<file path="src/rtl/hazard_pkg.sv">
// Shared types and forwarding helpers for the pipeline hazard controller.
package hazard_pkg;

  typedef enum logic [1:0] {
    RUN     = 2'd0,
    MULDIV  = 2'd1,
    MEMWAIT = 2'd2
  } hz_state_t;

  localparam logic [1:0] FWD_RF = 2'b00;
  localparam logic [1:0] FWD_W  = 2'b01;
  localparam logic [1:0] FWD_M  = 2'b10;

  // The M stage holds the younger result, so it wins over W.
  function automatic logic [1:0] fwd_sel(input logic m_hit, input logic w_hit);
    logic [1:0] sel;
    sel = FWD_RF;
    if (m_hit) sel = FWD_M;
    else if (w_hit) sel = FWD_W;
    return sel;
  endfunction

endpackage

</file>
<file path="src/rtl/hazard_ctrl_muldiv_stall_cnt.sv">
// Down-counter tracking the remaining execute-occupancy cycles of a mul/div.
module muldiv_stall_cnt
  import hazard_pkg::*;
#(
  parameter int MULDIV_LAT = 4
) (
  input  logic clk,
  input  logic rst,
  input  logic i_load,
  input  logic i_enable,
  input  logic i_freeze,
  output logic o_done
);

  localparam int CNT_W  = $clog2(MULDIV_LAT + 1);
  // The first stall cycle is spent in RUN, and the cycle at zero is the last one.
  localparam int LOAD_V = (MULDIV_LAT > 1) ? (MULDIV_LAT - 2) : 0;

  logic [CNT_W-1:0] r_cnt;

  // NOTE: sequential state is written with <= so every flop samples pre-edge values.
  always_ff @(posedge clk) begin
    if (rst) begin
      r_cnt <= '0;
    end else if (i_freeze) begin
      r_cnt <= r_cnt;
    end else if (i_load) begin
      r_cnt <= CNT_W'(LOAD_V);
    end else if (i_enable && (r_cnt != '0)) begin
      r_cnt <= r_cnt - CNT_W'(1);
    end
  end

  assign o_done = (r_cnt == '0);

endmodule

</file>
<file path="src/rtl/hazard_ctrl.sv">
// Stall/flush/forward controller for the five-stage core.
// HAZARD_FWD_EN enables operand forwarding; without it RAW hazards stall instead.
module hazard_ctrl
  import hazard_pkg::*;
#(
  parameter int MULDIV_LAT = 4,
  parameter int REG_ADDR_W = 5
) (
  input  logic                  clk,
  input  logic                  rst,
  input  logic [REG_ADDR_W-1:0] Rs1D,
  input  logic [REG_ADDR_W-1:0] Rs2D,
  input  logic [REG_ADDR_W-1:0] Rs1E,
  input  logic [REG_ADDR_W-1:0] Rs2E,
  input  logic [REG_ADDR_W-1:0] RdE,
  input  logic [REG_ADDR_W-1:0] RdM,
  input  logic [REG_ADDR_W-1:0] RdW,
  input  logic                  RegWriteE,
  input  logic                  RegWriteM,
  input  logic                  RegWriteW,
  input  logic                  MemReadE,
  input  logic                  PCSrcE,
  input  logic                  MulDivStartE,
  input  logic                  MemReqM,
  input  logic                  MemReadyM,
  output logic                  StallF,
  output logic                  StallD,
  output logic                  StallE,
  output logic                  StallM,
  output logic                  FlushD,
  output logic                  FlushE,
  output logic                  FlushM,
  output logic                  FlushW,
  output logic [1:0]            ForwardAE,
  output logic [1:0]            ForwardBE
);

  localparam bit MULTI_CYCLE = (MULDIV_LAT > 1);

  hz_state_t r_state, w_state_nxt;
  logic      r_saved_md, w_saved_md_nxt;
  logic      r_md_skip, w_md_skip_nxt;
  logic      w_mem_wait, w_eff_md, w_raw;
  logic      w_cnt_load, w_cnt_en, w_cnt_freeze, w_cnt_done;
  logic [1:0] w_fwd_a, w_fwd_b;

  assign w_mem_wait = MemReqM && !MemReadyM;
  // Once memory completes, MEMWAIT behaves exactly like the state it interrupted.
  assign w_eff_md   = (r_state == MULDIV) || ((r_state == MEMWAIT) && r_saved_md);

`ifdef HAZARD_FWD_EN
  logic w_unused;
  assign w_unused = RegWriteE;
  assign w_raw    = MemReadE && (RdE != '0) && ((RdE == Rs1D) || (RdE == Rs2D));
  assign w_fwd_a  = fwd_sel(RegWriteM && (RdM != '0) && (RdM == Rs1E),
                            RegWriteW && (RdW != '0) && (RdW == Rs1E));
  assign w_fwd_b  = fwd_sel(RegWriteM && (RdM != '0) && (RdM == Rs2E),
                            RegWriteW && (RdW != '0) && (RdW == Rs2E));
`else
  logic w_unused;
  assign w_unused = ^{MemReadE, Rs1E, Rs2E, RegWriteW, RdW};
  // W-stage producers are covered by the register file's write-before-read.
  assign w_raw    = (RegWriteE && (RdE != '0) && ((RdE == Rs1D) || (RdE == Rs2D))) ||
                    (RegWriteM && (RdM != '0) && ((RdM == Rs1D) || (RdM == Rs2D)));
  assign w_fwd_a  = FWD_RF;
  assign w_fwd_b  = FWD_RF;
`endif

  muldiv_stall_cnt #(
    .MULDIV_LAT(MULDIV_LAT)
  ) u_cnt (
    .clk     (clk),
    .rst     (rst),
    .i_load  (w_cnt_load),
    .i_enable(w_cnt_en),
    .i_freeze(w_cnt_freeze),
    .o_done  (w_cnt_done)
  );

  always_ff @(posedge clk) begin
    if (rst) begin
      r_state    <= RUN;
      r_saved_md <= 1'b0;
      r_md_skip  <= 1'b0;
    end else begin
      r_state    <= w_state_nxt;
      r_saved_md <= w_saved_md_nxt;
      r_md_skip  <= w_md_skip_nxt;
    end
  end

  // NOTE: every signal driven here gets a default first, so no path can infer a latch.
  always_comb begin
    w_state_nxt    = RUN;
    w_saved_md_nxt = r_saved_md;
    w_md_skip_nxt  = r_md_skip;
    w_cnt_load     = 1'b0;
    w_cnt_en       = 1'b0;
    w_cnt_freeze   = 1'b0;
    StallF         = 1'b0;
    StallD         = 1'b0;
    StallE         = 1'b0;
    StallM         = 1'b0;
    FlushD         = 1'b0;
    FlushE         = 1'b0;
    FlushM         = 1'b0;
    FlushW         = 1'b0;
    ForwardAE      = FWD_RF;
    ForwardBE      = FWD_RF;

    if (!rst) begin
      ForwardAE = w_fwd_a;
      ForwardBE = w_fwd_b;

      if (w_mem_wait) begin
        StallF       = 1'b1;
        StallD       = 1'b1;
        StallE       = 1'b1;
        StallM       = 1'b1;
        FlushW       = 1'b1;
        w_cnt_freeze = 1'b1;
        w_state_nxt  = MEMWAIT;
        if (r_state != MEMWAIT) w_saved_md_nxt = (r_state == MULDIV);
      end else if (w_eff_md) begin
        StallF   = 1'b1;
        StallD   = 1'b1;
        StallE   = 1'b1;
        FlushM   = 1'b1;
        w_cnt_en = 1'b1;
        if (w_cnt_done) begin
          w_state_nxt   = RUN;
          w_md_skip_nxt = 1'b1;
        end else begin
          w_state_nxt = MULDIV;
        end
      end else begin
        // The finished mul/div still sits in E for one cycle; do not restart it.
        w_md_skip_nxt = 1'b0;
        if (MulDivStartE && !r_md_skip) begin
          StallF = 1'b1;
          StallD = 1'b1;
          StallE = 1'b1;
          FlushM = 1'b1;
          if (MULTI_CYCLE) begin
            w_state_nxt = MULDIV;
            w_cnt_load  = 1'b1;
          end else begin
            w_md_skip_nxt = 1'b1;
          end
        end else if (PCSrcE) begin
          FlushD = 1'b1;
          FlushE = 1'b1;
        end else if (w_raw) begin
          StallF = 1'b1;
          StallD = 1'b1;
          FlushE = 1'b1;
        end
      end
    end
  end

endmodule
</file>
<file path="config.mk">
export PLATFORM = sky130hd
export DESIGN_NAME = hazard_ctrl
export DESIGN_NICKNAME = d
export VERILOG_FILES = /design/src/rtl/hazard_pkg.sv /design/src/rtl/hazard_ctrl_muldiv_stall_cnt.sv /design/src/rtl/hazard_ctrl.sv
export SDC_FILE = /design/constraint.sdc
export NUM_CORES = 1
export LEC_CHECK = 0
export ABC_AREA = 0
export CORE_MARGIN = 2
export CORE_UTILIZATION = 33
export DETAILED_ROUTE_END_ITERATION = 10
export PLACE_DENSITY = 0.89
export SYNTH_ARGS = -nofsm -noshare
export SYNTH_HDL_FRONTEND = slang
export SYNTH_HIERARCHICAL = 1
export SYNTH_SLANG_ARGS = --single-unit
</file>
<file path="constraint.sdc">
create_clock -name clk -period 2.25 [get_ports clk]
set_clock_uncertainty 0.15 [all_clocks]
set_input_delay 0.225 -clock clk [delete_from_list [all_inputs] [get_ports clk]]
set_output_delay 0.225 -clock clk [all_outputs]
set_load 0.05 [all_outputs]
</file>
==> flow_metrics.env, run 1 <==
export IMPL_fp_dieW_um=51.7
export IMPL_routabilityCongestion=0.807
export IMPL_synth_top_family_by_area="simple AND/OR/NAND/NOR gates"
export IMPL_met2_usage=0.325
export IMPL_insertion_delay_ns=0.26
export IMPL_muxShareOfSynthArea=0
export IMPL_final_util=0.609
export IMPL_max_cap_violations=0
export IMPL_h_tree_depth=1
export IMPL_min_period_over_period=0.968
export IMPL_ys_ff_latch=7
export IMPL_path_cells="and3b_1 > or2_1 > nor2_4 > a21oi_4 > a211o_4 > buf_12"
export IMPL_yosysSeqAreaShare=0.186
export IMPL_synth_edf_count=0
export IMPL_grt_busiest_layer="met2"
export IMPL_post_cts_buffers=0
export IMPL_crit_path_start_kind="flip-flop"
export IMPL_hold_path_class="reg -> reg"
export IMPL_path_delay_family="simple AND/OR/NAND/NOR gates"
export IMPL_avgSynthCellArea_um2=8.17
export IMPL_swShare=0.368
export IMPL_clk_path_buf_depth=2
export IMPL_synth_xor_xnor_area_share=0.233
export IMPL_grt_pass1_wl_mm=3.45
export IMPL_endpoint_kind="output port"
export IMPL_placed_cells=167
export IMPL_p_int_uw=329
export IMPL_placed_cell_area_um2=1290
export IMPL_crit_path_max_incr_delay_ns=0.34
export IMPL_vias=820
export IMPL_finalMaxSlewViolations=0
export IMPL_setup_viol=0
export IMPL_io_pins=57
export IMPL_synth_cells=92
export IMPL_grt_pass1_vias=865
export IMPL_antenna_cells=0
export IMPL_clockPowerShare=0.234
export IMPL_cts_buffers=3
export IMPL_slowest_stage="dfxtp_1"
export IMPL_place_ws_ns=-0.195
export IMPL_global_route_usage_met3=0.0489
export IMPL_setup_ws_ns=0.0717
export IMPL_r2r_slack_ns=0.40
export IMPL_io_buffer_count=35
export IMPL_routed_via_density=4.80
export IMPL_layout_common_cells="buf_4 (16), xor2_1 (12), dlygate4sd2_1 (10), clkdlybuf4s50_1 (10)"
export IMPL_p_comb_frac=0.510
export IMPL_drtIter0Drc=10
export IMPL_status="finished, final reports clean"
export IMPL_hpwlAfterDp_mm=1.79
export IMPL_synth_compound_area_frac=0.166
export IMPL_synth_cell_types=35
export IMPL_crit_required_ns=1.88
export IMPL_p_per_area_nw_per_um2=390
export IMPL_drc=0
export IMPL_antenna_found_initial=0
export IMPL_grt_overflow_total=0
export IMPL_p_leak_uw=0.000565
export IMPL_hold_viol_final=0
export IMPL_cts_clk_slew_worst_paths_ns=0.05
export IMPL_path_class="reg -> out"
export IMPL_synthFlopType="dfxtp_1"
export IMPL_met1_usage=0.165
export IMPL_stdcell_area_um2=1330
export IMPL_postRouteAntennaNets=0
export IMPL_die_area_um2=2680
export IMPL_wl_mm=2.06
export IMPL_drive_gt1_frac=0.273
export IMPL_synthToLayoutAreaGrowth_pct=77.4
export IMPL_nNetsFinal=191
export IMPL_grt_max_degree=10
export IMPL_core_area_um2=2190
export IMPL_synth_fa_ha_area_frac=0.0333
export IMPL_initial_core_util=0.343
export IMPL_grt_usage=0.177
export IMPL_synth_warning_count=6
export IMPL_worst_path_buf_inv=1
export IMPL_synth_async_reset_ratio=0
export IMPL_critPathMaxFanout=4
export IMPL_power_net_switching_uw=192
export IMPL_seq_power_share=0.256
export IMPL_nFillCells=194
export IMPL_timing_fmax_mhz=459
export IMPL_synthesis_area_um2=752
export IMPL_die_h_um=51.7
export IMPL_cts_tree="built"
export IMPL_drt_first_pass_iters=4
export IMPL_peakVddDrop_mv=0.263
export IMPL_fin_crit_ns=2.18
export IMPL_synth_simple_gate_area_frac=0.296
export IMPL_rsz0062_at_grt="yes"
export IMPL_final_common_cell="buf_4"
export IMPL_cts_sinks=7
export IMPL_critPathArrivalTime_ns=1.80
export IMPL_num_rows=17
export IMPL_wire_per_inst_um=12.1
export IMPL_clockRootBuffer="clkbuf_4"
export IMPL_layout_cells_non_filler=171
## kinds of logic after synthesis
group           Yosys count
fa+ha+maj                 2
buf+inv                  10
compound gates           17
other cells               1
flops                     7
xor+xnor                 20
simple gates             35
## state kept, by name, summed over array words and instances, names as in the netlist
| signal | flops |
|---|---|
| r_state | 2 |
| r_md_skip | 1 |
| r_saved_md | 1 |
| u_cnt/r_cnt | 3 |
## what timing repair did
action	in CTS	in global routing
hold buffers	0	0
gates resized for setup	17	9
hold endpoints to repair	0	0
setup endpoints to repair	3	3
pin swaps	13	6
## power groups by stage
stage	logic, µW	registers [µW]	clock network (µW)
6_report	265	133	122
5_1_grt	284	134	128
4_1_cts	265	133	123
3_5_place_dp	269	136	0
3_3_place_gp	262	135	0
2_1_floorplan	138	135	0
## layout make-up
| class | instances | area, µm² | area share |
|---|---|---|---|
| multi-input cells | 78 | 597 | 0.447 |
| repair buffers | 50 | 520 | 0.390 |
| flip-flops and latches | 7 | 140 | 0.105 |
| inverters | 4 | 15.0 | 0.0113 |
| clock buffers | 4 | 26.3 | 0.0197 |
| well taps | 28 | 35.0 | 0.0263 |
## synthesized netlist by cell type, drive strengths merged, types with 2 or more instances
| cell | n | area share |
|---|---|---|
| o21ai | 3 | 0.025 |
| or4 | 2 | 0.025 |
| ha | 2 | 0.033 |
| xnor2 | 8 | 0.093 |
| nor3 | 5 | 0.033 |
| nand3 | 5 | 0.033 |
| inv | 4 | 0.020 |
| dfxtp | 7 | 0.19 |
| nand2b | 4 | 0.047 |
| buf | 6 | 0.060 |
| a211oi | 2 | 0.020 |
| nor2b | 3 | 0.025 |
| nor2 | 9 | 0.048 |
| a21oi | 5 | 0.033 |
| xor2 | 12 | 0.14 |
## worst reg2reg max path, cell delays in order, from the launching register on
cell	delay, ns
dfxtp_1	0.34
and3b_1	0.19
or2_1	0.28
nor3b_1	0.28
inv_1	0.09
a21o_1	0.18
a22o_2	0.22
## final timing paths
path,from,endpoint,cells after the start
min reg2reg,r_saved_md,r_saved_md,2
max,r_state[0],StallD,6
max reg2reg,r_state[0],u_cnt/r_cnt[0],6
min,r_saved_md,r_saved_md,2
## layer usage
| layer | vias to the layer above | wire length, µm |
|---|---|---|
| li1 | 415 | - |
| met1 | 361 | 765 |
| met2 | 39 | 1080 |
| met3 | 5 | 164 |
| met4 | 0 | 55 |
| met5 | - | 0 |
## per-stage QoR
stage	hold slack [ns]	setup TNS (ns)	power (µW)
final	0.322	0	520
after global routing	0.366	-0.00123	545
after CTS	0.332	0	521
after detailed placement	0.325	-0.412	405
after global placement	0.310	-0.266	397
after floorplan	0.141	0	272
Note: power is estimated with default switching activity, not from simulation.
==> run 2, diff against run 1 <==
==> constraint.sdc (replaced) <==
create_clock -name clk -period 2.25 [get_ports clk]
set_clock_uncertainty 0.15 [all_clocks]
set_input_delay 0.5625 -clock clk [delete_from_list [all_inputs] [get_ports clk]]
set_output_delay 0.5625 -clock clk [all_outputs]
set_load 0.05 [all_outputs]
==> run 2 against run 1 <==
  * The flow now finishes with violations (negative setup slack)
  * Via count increased by 22%
  * Final area grew 21%
  * Critical endpoint unchanged
  * Non-clock buffer count is 19 higher
  * Global-route usage increased by 8.4 points
  * Highest routed layer unchanged
  * Hold slack improved by 0.030 ns
  * First-iteration DRC count up 100%
  * Wire length grew 68%
  * Critical path depth increased by 1
  * Sequential cell count is the same
  * Sequential share of layout area down 1.7 points
  * Setup slack lost 0.50 ns
==> flow_metrics.env, run 2 (synthesized netlist as in run 1, its figures left out) <==
export IMPL_endpoint_kind="output port"
export IMPL_io_pins=57
export IMPL_crit_path_max_incr_delay_ns=0.31
export IMPL_met1_usage=0.192
export IMPL_drc=0
export IMPL_synthToLayoutAreaGrowth_pct=114
export IMPL_wire_per_inst_um=18.3
export IMPL_vias=1003
export IMPL_drt_first_pass_iters=4
export IMPL_drtIter0Drc=20
export IMPL_crit_path_start_kind="input pin"
export IMPL_crit_required_ns=1.54
export IMPL_initial_core_util=0.343
export IMPL_p_leak_uw=0.000689
export IMPL_cts_clk_slew_worst_paths_ns=0.05
export IMPL_antenna_cells=0
export IMPL_grt_pass1_wl_mm=4.86
export IMPL_h_tree_depth=1
export IMPL_io_buffer_count=35
export IMPL_layout_common_cells="buf_4 (31), xor2_1 (9), dlygate4sd2_1 (9)"
export IMPL_violations="negative setup slack"
export IMPL_die_area_um2=2680
export IMPL_fp_dieW_um=51.7
export IMPL_largest_reg_flops=3
export IMPL_global_route_usage_met3=0.0374
export IMPL_multiInputGateArea_um2=731
export IMPL_final_common_cell="buf_4"
export IMPL_slowest_stage="a2111oi_4"
export IMPL_path_cells="clkdlybuf4s15_2 > xor2_1 > nor3_1 > nand3_1 > a2111oi_4 > a211o_2 > buf_12"
export IMPL_routed_via_density=5.28
export IMPL_critPathMaxFanout=2
export IMPL_fin_crit_ns=2.68
export IMPL_min_period_over_period=1.19
export IMPL_stdcell_area_um2=1610
export IMPL_hold_viol_final=0
export IMPL_p_per_area_nw_per_um2=377
export IMPL_rsz0062_at_grt="yes"
export IMPL_routabilityCongestion=0.788
export IMPL_cts_buffers=3
export IMPL_path_delay_family="compound AO/OA/AOI/OAI gates"
export IMPL_setup_ws_ns=-0.431
export IMPL_grt_usage=0.261
export IMPL_nNetsFinal=210
export IMPL_cts_sinks=7
export IMPL_grt_busiest_layer="met2"
export IMPL_critPathArrivalTime_ns=1.97
export IMPL_regArea_um2=141
export IMPL_wl_mm=3.47
export IMPL_setup_viol=5
export IMPL_insertion_delay_ns=0.26
export IMPL_num_rows=17
export IMPL_power_uw=607
export IMPL_placed_cell_area_um2=1420
export IMPL_clk_path_buf_depth=2
export IMPL_path_class="in -> out"
export IMPL_max_cap_violations=0
export IMPL_nFillCells=151
export IMPL_core_area_um2=2190
export IMPL_antenna_found_initial=0
export IMPL_status="finished with violations"
export IMPL_grt_max_degree=6
export IMPL_worst_path_buf_inv=2
export IMPL_clockRootBuffer="clkbuf_4"
export IMPL_peakVddDrop_mv=0.275
export IMPL_cts_tree="built"
export IMPL_place_ws_ns=-0.850
export IMPL_finalMaxSlewViolations=0
export IMPL_timing_fmax_mhz=373
export IMPL_grt_overflow_total=0
export IMPL_top_register="u_cnt/r_cnt"
export IMPL_grt_pass1_vias=1127
export IMPL_reg_top3="u_cnt/r_cnt: 3 flops, r_state: 2 flops"
export IMPL_die_h_um=51.7
export IMPL_drive_gt1_frac=0.556
export IMPL_hpwlAfterDp_mm=2.20
export IMPL_hold_path_class="reg -> reg"
export IMPL_met2_usage=0.543
export IMPL_postRouteAntennaNets=0
## run 2: cell types whose count changed in the layout (fill, tap and decap cells not counted), moves of 3 or more
cell / previous run / this run
buf_4: 16 / 31
buf_6: 0 / 7
clkdlybuf4s50_1: 10 / 3
buf_2: 0 / 4
buf_8: 0 / 3
dlymetal6s2s_1: 3 / 0
nor3_1: 5 / 2
xor2_1: 12 / 9
xor2_2: 0 / 3
## run 2: worst paths after layout
path	from	to	slack, ns	cells after the start
setup / recovery	Rs2D[0]	StallD	-0.43	7
hold / removal	u_cnt/r_cnt[1]	u_cnt/r_cnt[1]	0.35	2
setup reg to reg	r_state[0]	u_cnt/r_cnt[0]	0.20	8
hold reg to reg	u_cnt/r_cnt[1]	u_cnt/r_cnt[1]	0.35	2
## run 2: timing repair
action | 4_1_cts | 5_1_grt
pin swaps | 17 | 19
hold buffers | 0 | 0
setup buffers | 3 | 1
gates resized for setup | 80 | 29
endpoints found under the setup margin | 9 | 7
gates cloned | 0 | 0
## run 2: metal layers
layer,wire (µm),part of all wire,vias to the layer above
met5,0,0,-
met4,207,0.060,0
met3,140,0.040,19
met2,2080,0.60,56
met1,1050,0.30,479
li1,-,-,449
## run 2: through the flow
step           hold slack, ns  setup TNS (ns)  std cells  utilization
2_1_floorplan           0.294          -0.660         95            -
6_report                0.352           -1.45        190        0.735
3_3_place_gp            0.309           -3.60        182        0.647
5_1_grt                 0.376           -1.73        190        0.735
4_1_cts                 0.335           -1.41        189        0.704
3_5_place_dp            0.328           -4.26        182        0.647
## run 2: worst register-to-register path, stage by stage (launching register included)
cell and delay, ns:
dfxtp_2 0.34, and3b_1 0.19, or2_4 0.26, buf_6 0.13
buf_4 0.13, nor3b_2 0.20, inv_1 0.10, a21o_1 0.21
a22o_2 0.23
## run 2: cell type report
| type | count | area share |
|---|---|---|
| multi-input cells | 78 | 0.454 |
| flip-flops and latches | 7 | 0.0878 |
| repair buffers | 69 | 0.411 |
| well taps | 28 | 0.0218 |
| clock buffers | 4 | 0.0163 |
| inverters | 4 | 0.00932 |
## run 2: report_power, final
part	leakage [µW]	total, µW	internal, µW	switching (µW)
clock	0.0000150	123	68.2	54.8
combinational	0.000616	349	175	174
sequential	0.0000575	135	130	4.58
total	0.000689	607	374	233
==> run 3, diff against run 2 <==
Settings changed: PLACE_DENSITY 0.89 to 0.9, SYNTH_HIERARCHICAL 1 to unset.
==> run 3 against run 2 <==
  * Global-route usage shrank 4.3 points
  * Largest power group unchanged
  * Via count shrank 10%
  * First-iteration DRC count grew 5.0%
  * Clock-buffer cell count is the same
  * Sequential share of layout area grew 0.96 points
  * The flow still finishes with violations (negative setup slack)
  * Critical path depth is the same
  * Core utilization shrank 1.7 points
  * Wire length shrank 20%
  * Clock power shrank 4%
  * Die area shrank 3.5%
==> flow_metrics.env, run 3 <==
export IMPL_ctsHoldBuffers=0
export IMPL_path_delay_family="compound AO/OA/AOI/OAI gates"
export IMPL_peakVddDrop_mv=0.292
export IMPL_muxShareOfSynthArea=0
export IMPL_drc=0
export IMPL_initial_core_util=0.358
export IMPL_regArea_um2=141
export IMPL_grt_usage=0.218
export IMPL_synthToLayoutAreaGrowth_pct=101
export IMPL_crit_path_max_incr_delay_ns=0.34
export IMPL_postRouteAntennaNets=0
export IMPL_drive_gt1_frac=0.514
export IMPL_core_area_um2=2020
export IMPL_multiInputGateArea_um2=667
export IMPL_antenna_cells=0
export IMPL_setup_viol=4
export IMPL_avgSynthCellArea_um2=8.04
export IMPL_cts_clk_slew_worst_paths_ns=0.05
export IMPL_p_leak_uw=0.000629
export IMPL_cts_buffers=3
export IMPL_io_buffer_count=35
export IMPL_synth_edf_count=0
export IMPL_antenna_found_initial=0
export IMPL_slowest_stage="a2111oi_4"
export IMPL_placed_cells=168
export IMPL_num_rows=16
export IMPL_yosysSeqAreaShare=0.194
export IMPL_synth_simple_gate_area_frac=0.253
export IMPL_wire_per_inst_um=15.8
export IMPL_grt_overflow_total=0
export IMPL_synth_fa_ha_area_frac=0.0346
export IMPL_min_period_over_period=1.18
export IMPL_layout_common_cells="buf_4 (23), xor2_1 (9), dlygate4sd2_1 (8)"
export IMPL_stdcell_area_um2=1450
export IMPL_drtIter0Drc=21
export IMPL_worst_path_buf_inv=2
export IMPL_vias=898
export IMPL_layout_cells_non_filler=175
export IMPL_fin_crit_ns=2.66
export IMPL_synth_top_cell_by_area="dfxtp_1"
export IMPL_synth_cell_types=33
export IMPL_routabilityCongestion=0.914
export IMPL_rsz0062_at_grt="yes"
export IMPL_path_cells="clkdlybuf4s15_2 > xor2_1 > nor3_2 > nand3_2 > a2111oi_4 > a211o_4 > buf_12"
export IMPL_io_pins=57
export IMPL_grt_pass1_wl_mm=4.25
export IMPL_synth_xor_xnor_area_share=0.254
export IMPL_top_register="u_cnt.r_cnt"
export IMPL_synth_most_common_cell="xor2_1"
export IMPL_synth_top_area_frac=0.194
export IMPL_nFillCells=120
export IMPL_wl_mm=2.77
export IMPL_grt_pass1_vias=973
export IMPL_status="finished with violations"
export IMPL_drt_first_pass_iters=5
export IMPL_synth_top_family_by_area="XOR/XNOR gates"
export IMPL_path_class="in -> out"
export IMPL_crit_path_start_kind="input pin"
export IMPL_timing_fmax_mhz=377
export IMPL_h_tree_depth=1
export IMPL_max_cap_violations=0
export IMPL_p_per_area_nw_per_um2=384
export IMPL_synth_warning_count=0
export IMPL_placed_cell_area_um2=1310
export IMPL_clockRootBuffer="clkbuf_4"
export IMPL_clk_path_buf_depth=2
export IMPL_grt_max_degree=8
export IMPL_synth_cells=90
export IMPL_cts_tree="built"
export IMPL_die_area_um2=2580
export IMPL_crit_required_ns=1.54
export IMPL_largest_reg_flops=3
export IMPL_ys_ff_latch=7
export IMPL_hold_viol_final=0
export IMPL_fp_dieW_um=50.8
export IMPL_routed_via_density=5.13
export IMPL_ys_top_cells_by_area="dfxtp_1 (19%), xor2_1 (15%), xnor2_1 (11%), buf_4 (6.2%), a21oi_1 (4.2%)"
export IMPL_violations="negative setup slack"
export IMPL_setup_tns_ns=-1.23
export IMPL_synthesis_area_um2=723
export IMPL_endpoint_kind="output port"
export IMPL_hold_path_class="reg -> reg"
export IMPL_synth_async_reset_ratio=0
export IMPL_critPathArrivalTime_ns=1.94
export IMPL_insertion_delay_ns=0.26
export IMPL_cts_sinks=7
export IMPL_hpwlAfterDp_mm=1.96
export IMPL_critPathMaxFanout=2
export IMPL_synth_compound_area_frac=0.157
export IMPL_die_h_um=50.8
export IMPL_nNetsFinal=196
export IMPL_setup_ws_ns=-0.406
export IMPL_reg_top3="u_cnt.r_cnt: 3 flops, r_state: 2 flops"
export IMPL_finalMaxSlewViolations=0
export IMPL_synthFlopType="dfxtp_1"
export IMPL_ys_top_cells_by_count="xor2_1 (12), xnor2_1 (9), dfxtp_1 (7)"
export IMPL_final_common_cell="buf_4"
## run 3: cell types whose count changed in the layout (fill, tap and decap cells not counted), sizes merged, moves of 2 or more
| cell | change |
|---|---|
| nand2b | -3 |
| nor3 | +2 |
| nor2 | -3 |
| clkdlybuf4s15 | +4 |
| buf | -12 |
## run 3: cells by family after synthesis
kind of cell,count (synthesis)
AND/OR/NAND/NOR,30
XOR/XNOR,21
AO/OA/AOI/OAI,16
buffers and inverters,13
flip-flops,7
adder cells (fa/ha/maj),2
other,1
## run 3: layout make-up
type | instances | area share
clock buffer | 4 | 0.0181
sequential | 7 | 0.0974
multi-input combinational | 73 | 0.459
timing repair buffer | 59 | 0.389
inverter | 5 | 0.0129
tap | 27 | 0.0233
## run 3: path summary, 6_finish.rpt
path	endpoint	slack [ns]	startpoint	depth (start not counted)
max	StallD	-0.41	Rs2D[0]	7
min	r_saved_md	0.35	r_saved_md	2
max reg2reg	u_cnt.r_cnt[2]	0.37	u_cnt.r_cnt[0]	7
min reg2reg	r_saved_md	0.35	r_saved_md	2
## run 3: worst register-to-register path: cells and delay by family, from the launching register on
family / cells / cell delay (ns)
DFF: 1 / 0.35
AOI/OAI and AO/OA: 2 / 0.64
adders and majority gates: 2 / 0.43
buffers and inverters: 2 / 0.12
and+or+nand+nor: 1 / 0.06
## run 3: timing repair
action,in CTS,in global routing
endpoints found under the setup margin,8,4
setup buffers,2,1
pin swaps,14,7
resized for setup,76,12
## run 3: per-stage QoR
stage	hold slack (ns)	power, µW	setup slack [ns]	util
floorplan	0.295	276	-0.334	-
global placement	0.304	403	-0.707	0.647
detailed placement	0.321	415	-0.778	0.647
CTS	0.329	545	-0.429	0.703
global route	0.360	582	-0.463	0.718
finish	0.347	557	-0.406	0.718
## run 3: metal layers
layer | vias up | share of wire | track usage
met1 | 417 | 0.35 | 0.221
li1 | 416 | - | -
met5 | - | 0 | 0
met3 | 12 | 0.064 | 0.0351
met2 | 53 | 0.54 | 0.414
met4 | 0 | 0.041 | 0.131
## run 3: where the power goes
group | switching, µW | internal, µW
clock network | 50.2 | 67.9
logic | 155 | 147
registers | 5.04 | 131
==> RTL edit, RTL diff (flow settings as in run 1) <==
Set the parameter `REG_ADDR_W` to 7 (it was 5).
--- a/src/rtl/hazard_ctrl.sv
+++ b/src/rtl/hazard_ctrl.sv
@@ -4,7 +4,7 @@
   import hazard_pkg::*;
 #(
   parameter int MULDIV_LAT = 4,
-  parameter int REG_ADDR_W = 5
+  parameter int REG_ADDR_W = 7
 ) (
   input  logic                  clk,
   input  logic                  rst,
Ports: changed (7 resized); port bits go from 57 to 71. The function was not compared with the original's and may differ.
==> RTL edit against run 1 <==
Power increased by 4.5%; critical path depth grew 1; register-to-register slack better by 0.08 ns; setup slack lost 0.019 ns; non-clock buffer count rose by 5; synthesized cell count grew 8.7%; area after synthesis grew 11%; cell area increased by 12%; sequential cell count is the same; wire length up 31%; first-iteration DRC count decreased by 50%; combinational power up 9.1%.
==> RTL edit: results (changes against run 1) <==
status: finished clean (unchanged)
fill cell count: 215 (was 194)
total via count after detailed routing: 909 (was 820)
routing usage on met3: 0.06011 (was 0.04885)
port buffer count: 43 (was 35)
mean number of vias per cell: 4.887 (was 4.795)
Lkg Pwr: 0.6553 nW (was 0.5653 nW)
met3 WL post-DR: 351 microns (was 164 microns)
end point of the worst hold path: u_cnt/r_cnt[1] (was r_saved_md)
initial DRC count: 5 (was 10)
Crit Reg-Reg Endpoint: u_cnt/r_cnt[2] (was u_cnt/r_cnt[0])
Worst Hold Launch: u_cnt/r_cnt[1] (was r_saved_md)
Reg2Reg Depth: 7 (was 6)
global-route wire length before repair: 3.946 mm (was 3.450 mm)
via count of the first global-routing pass: 961 (was 865)
overall routing resource usage: 0.1902 (was 0.1770)
met1 wire length: 939 microns (was 765 microns)
Met2 Routed Length: 1.373 mm (was 1.078 mm)
number of nets in the layout: 218 (was 191)
Global Route met2 Usage: 0.3916 (was 0.3248)
worst reg2reg setup slack: 0.48 ns (was 0.40 ns)
count of different cell masters after synthesis: 31 (was 35)
share of layout cells above drive strength 1: 0.2372 (was 0.2727)
Worst IR Drop VDD: 0.3922 mV (was 0.2633 mV)
final hold slack: 0.3296 ns (was 0.3220 ns)
main area contributors after synthesis: sky130_fd_sc_hd__xor2_1 29%, sky130_fd_sc_hd__dfxtp_1 17%, sky130_fd_sc_hd__buf_4 5.4% (was sky130_fd_sc_hd__dfxtp_1 19%, sky130_fd_sc_hd__xor2_1 14%, sky130_fd_sc_hd__xnor2_1 9.3%)
pin count of the biggest net entering global routing: 11 (was 10)
routed wire length per instance: 14.48 microns (was 12.06 microns)
synthesized-area fraction occupied by xor and xnor cells: 0.2939 (was 0.2329)
sequential share of the synthesized area: 0.1679 (was 0.1864)
Reg-to-Reg Start: r_state[1] (was r_state[0])
compound-gate portion of the synthesized area: 0.1709 (was 0.1664)
post-synthesis average cell area: 8.346 sq um (was 8.174 sq um)
DP Wirelength: 2.236 mm (was 1.793 mm)
data arrival time of the worst path: 1.82 ns (was 1.80 ns)
maximum fanout along the worst path: 3 (was 4)
[RTL edit: stage by stage]
| stage | area, sq um | power, mW | TNS, ns | setup slack [ns] | utilization |
|---|---|---|---|---|---|
| 5_1_grt | 1493 | 0.5722 | -0.008377 | -0.004722 | 0.6137 |
| 2_1_floorplan | 857.1 | 0.2761 | 0 | 0.08373 | - |
| 3_3_place_gp | 1438 | 0.4186 | -0.2613 | -0.09389 | 0.5910 |
| 4_1_cts | 1456 | 0.5454 | 0 | 0.0009992 | 0.5988 |
| 3_5_place_dp | 1438 | 0.4260 | -0.4379 | -0.1601 | 0.5910 |
| 6_report | 1493 | 0.5435 | 0 | 0.05225 | 0.6137 |
[RTL edit: worst max-delay path: cells and delay by family]
| kind | cells | cell delay, ns |
|---|---|---|
| AO/OA/AOI/OAI | 3 | 0.51 |
| XOR/XNOR | 1 | 0.19 |
| AND/OR/NAND/NOR | 1 | 0.22 |
| buffers and inverters | 2 | 0.67 |
[RTL edit: area by class of cell]
type / count / area [sq um] / area share
flip-flops and latches: 7 / 140.1 / 0.09388
inverters: 4 / 15.01 / 0.01006
well taps: 30 / 37.54 / 0.02515
clock buffers: 4 / 26.28 / 0.01760
multi-input cells: 86 / 695.7 / 0.4661
repair buffers: 55 / 578.1 / 0.3873
[RTL edit: timing repair]
action	4_1_cts	5_1_grt
endpoints found under the setup margin	3	3
cloned	0	0
hold buffers	0	0
gates resized for setup	30	6
setup buffers	0	0
pin swaps	11	7
[RTL edit: cell families (layout without fill, tap and decap cells)]
group,after synthesis,in the layout
buffers and inverters,10,63
flip-flops,7,7
XOR/XNOR,28,28
other,1,4
AND/OR/NAND/NOR,35,35
adder cells (fa/ha/maj),2,2
AO/OA/AOI/OAI,17,17
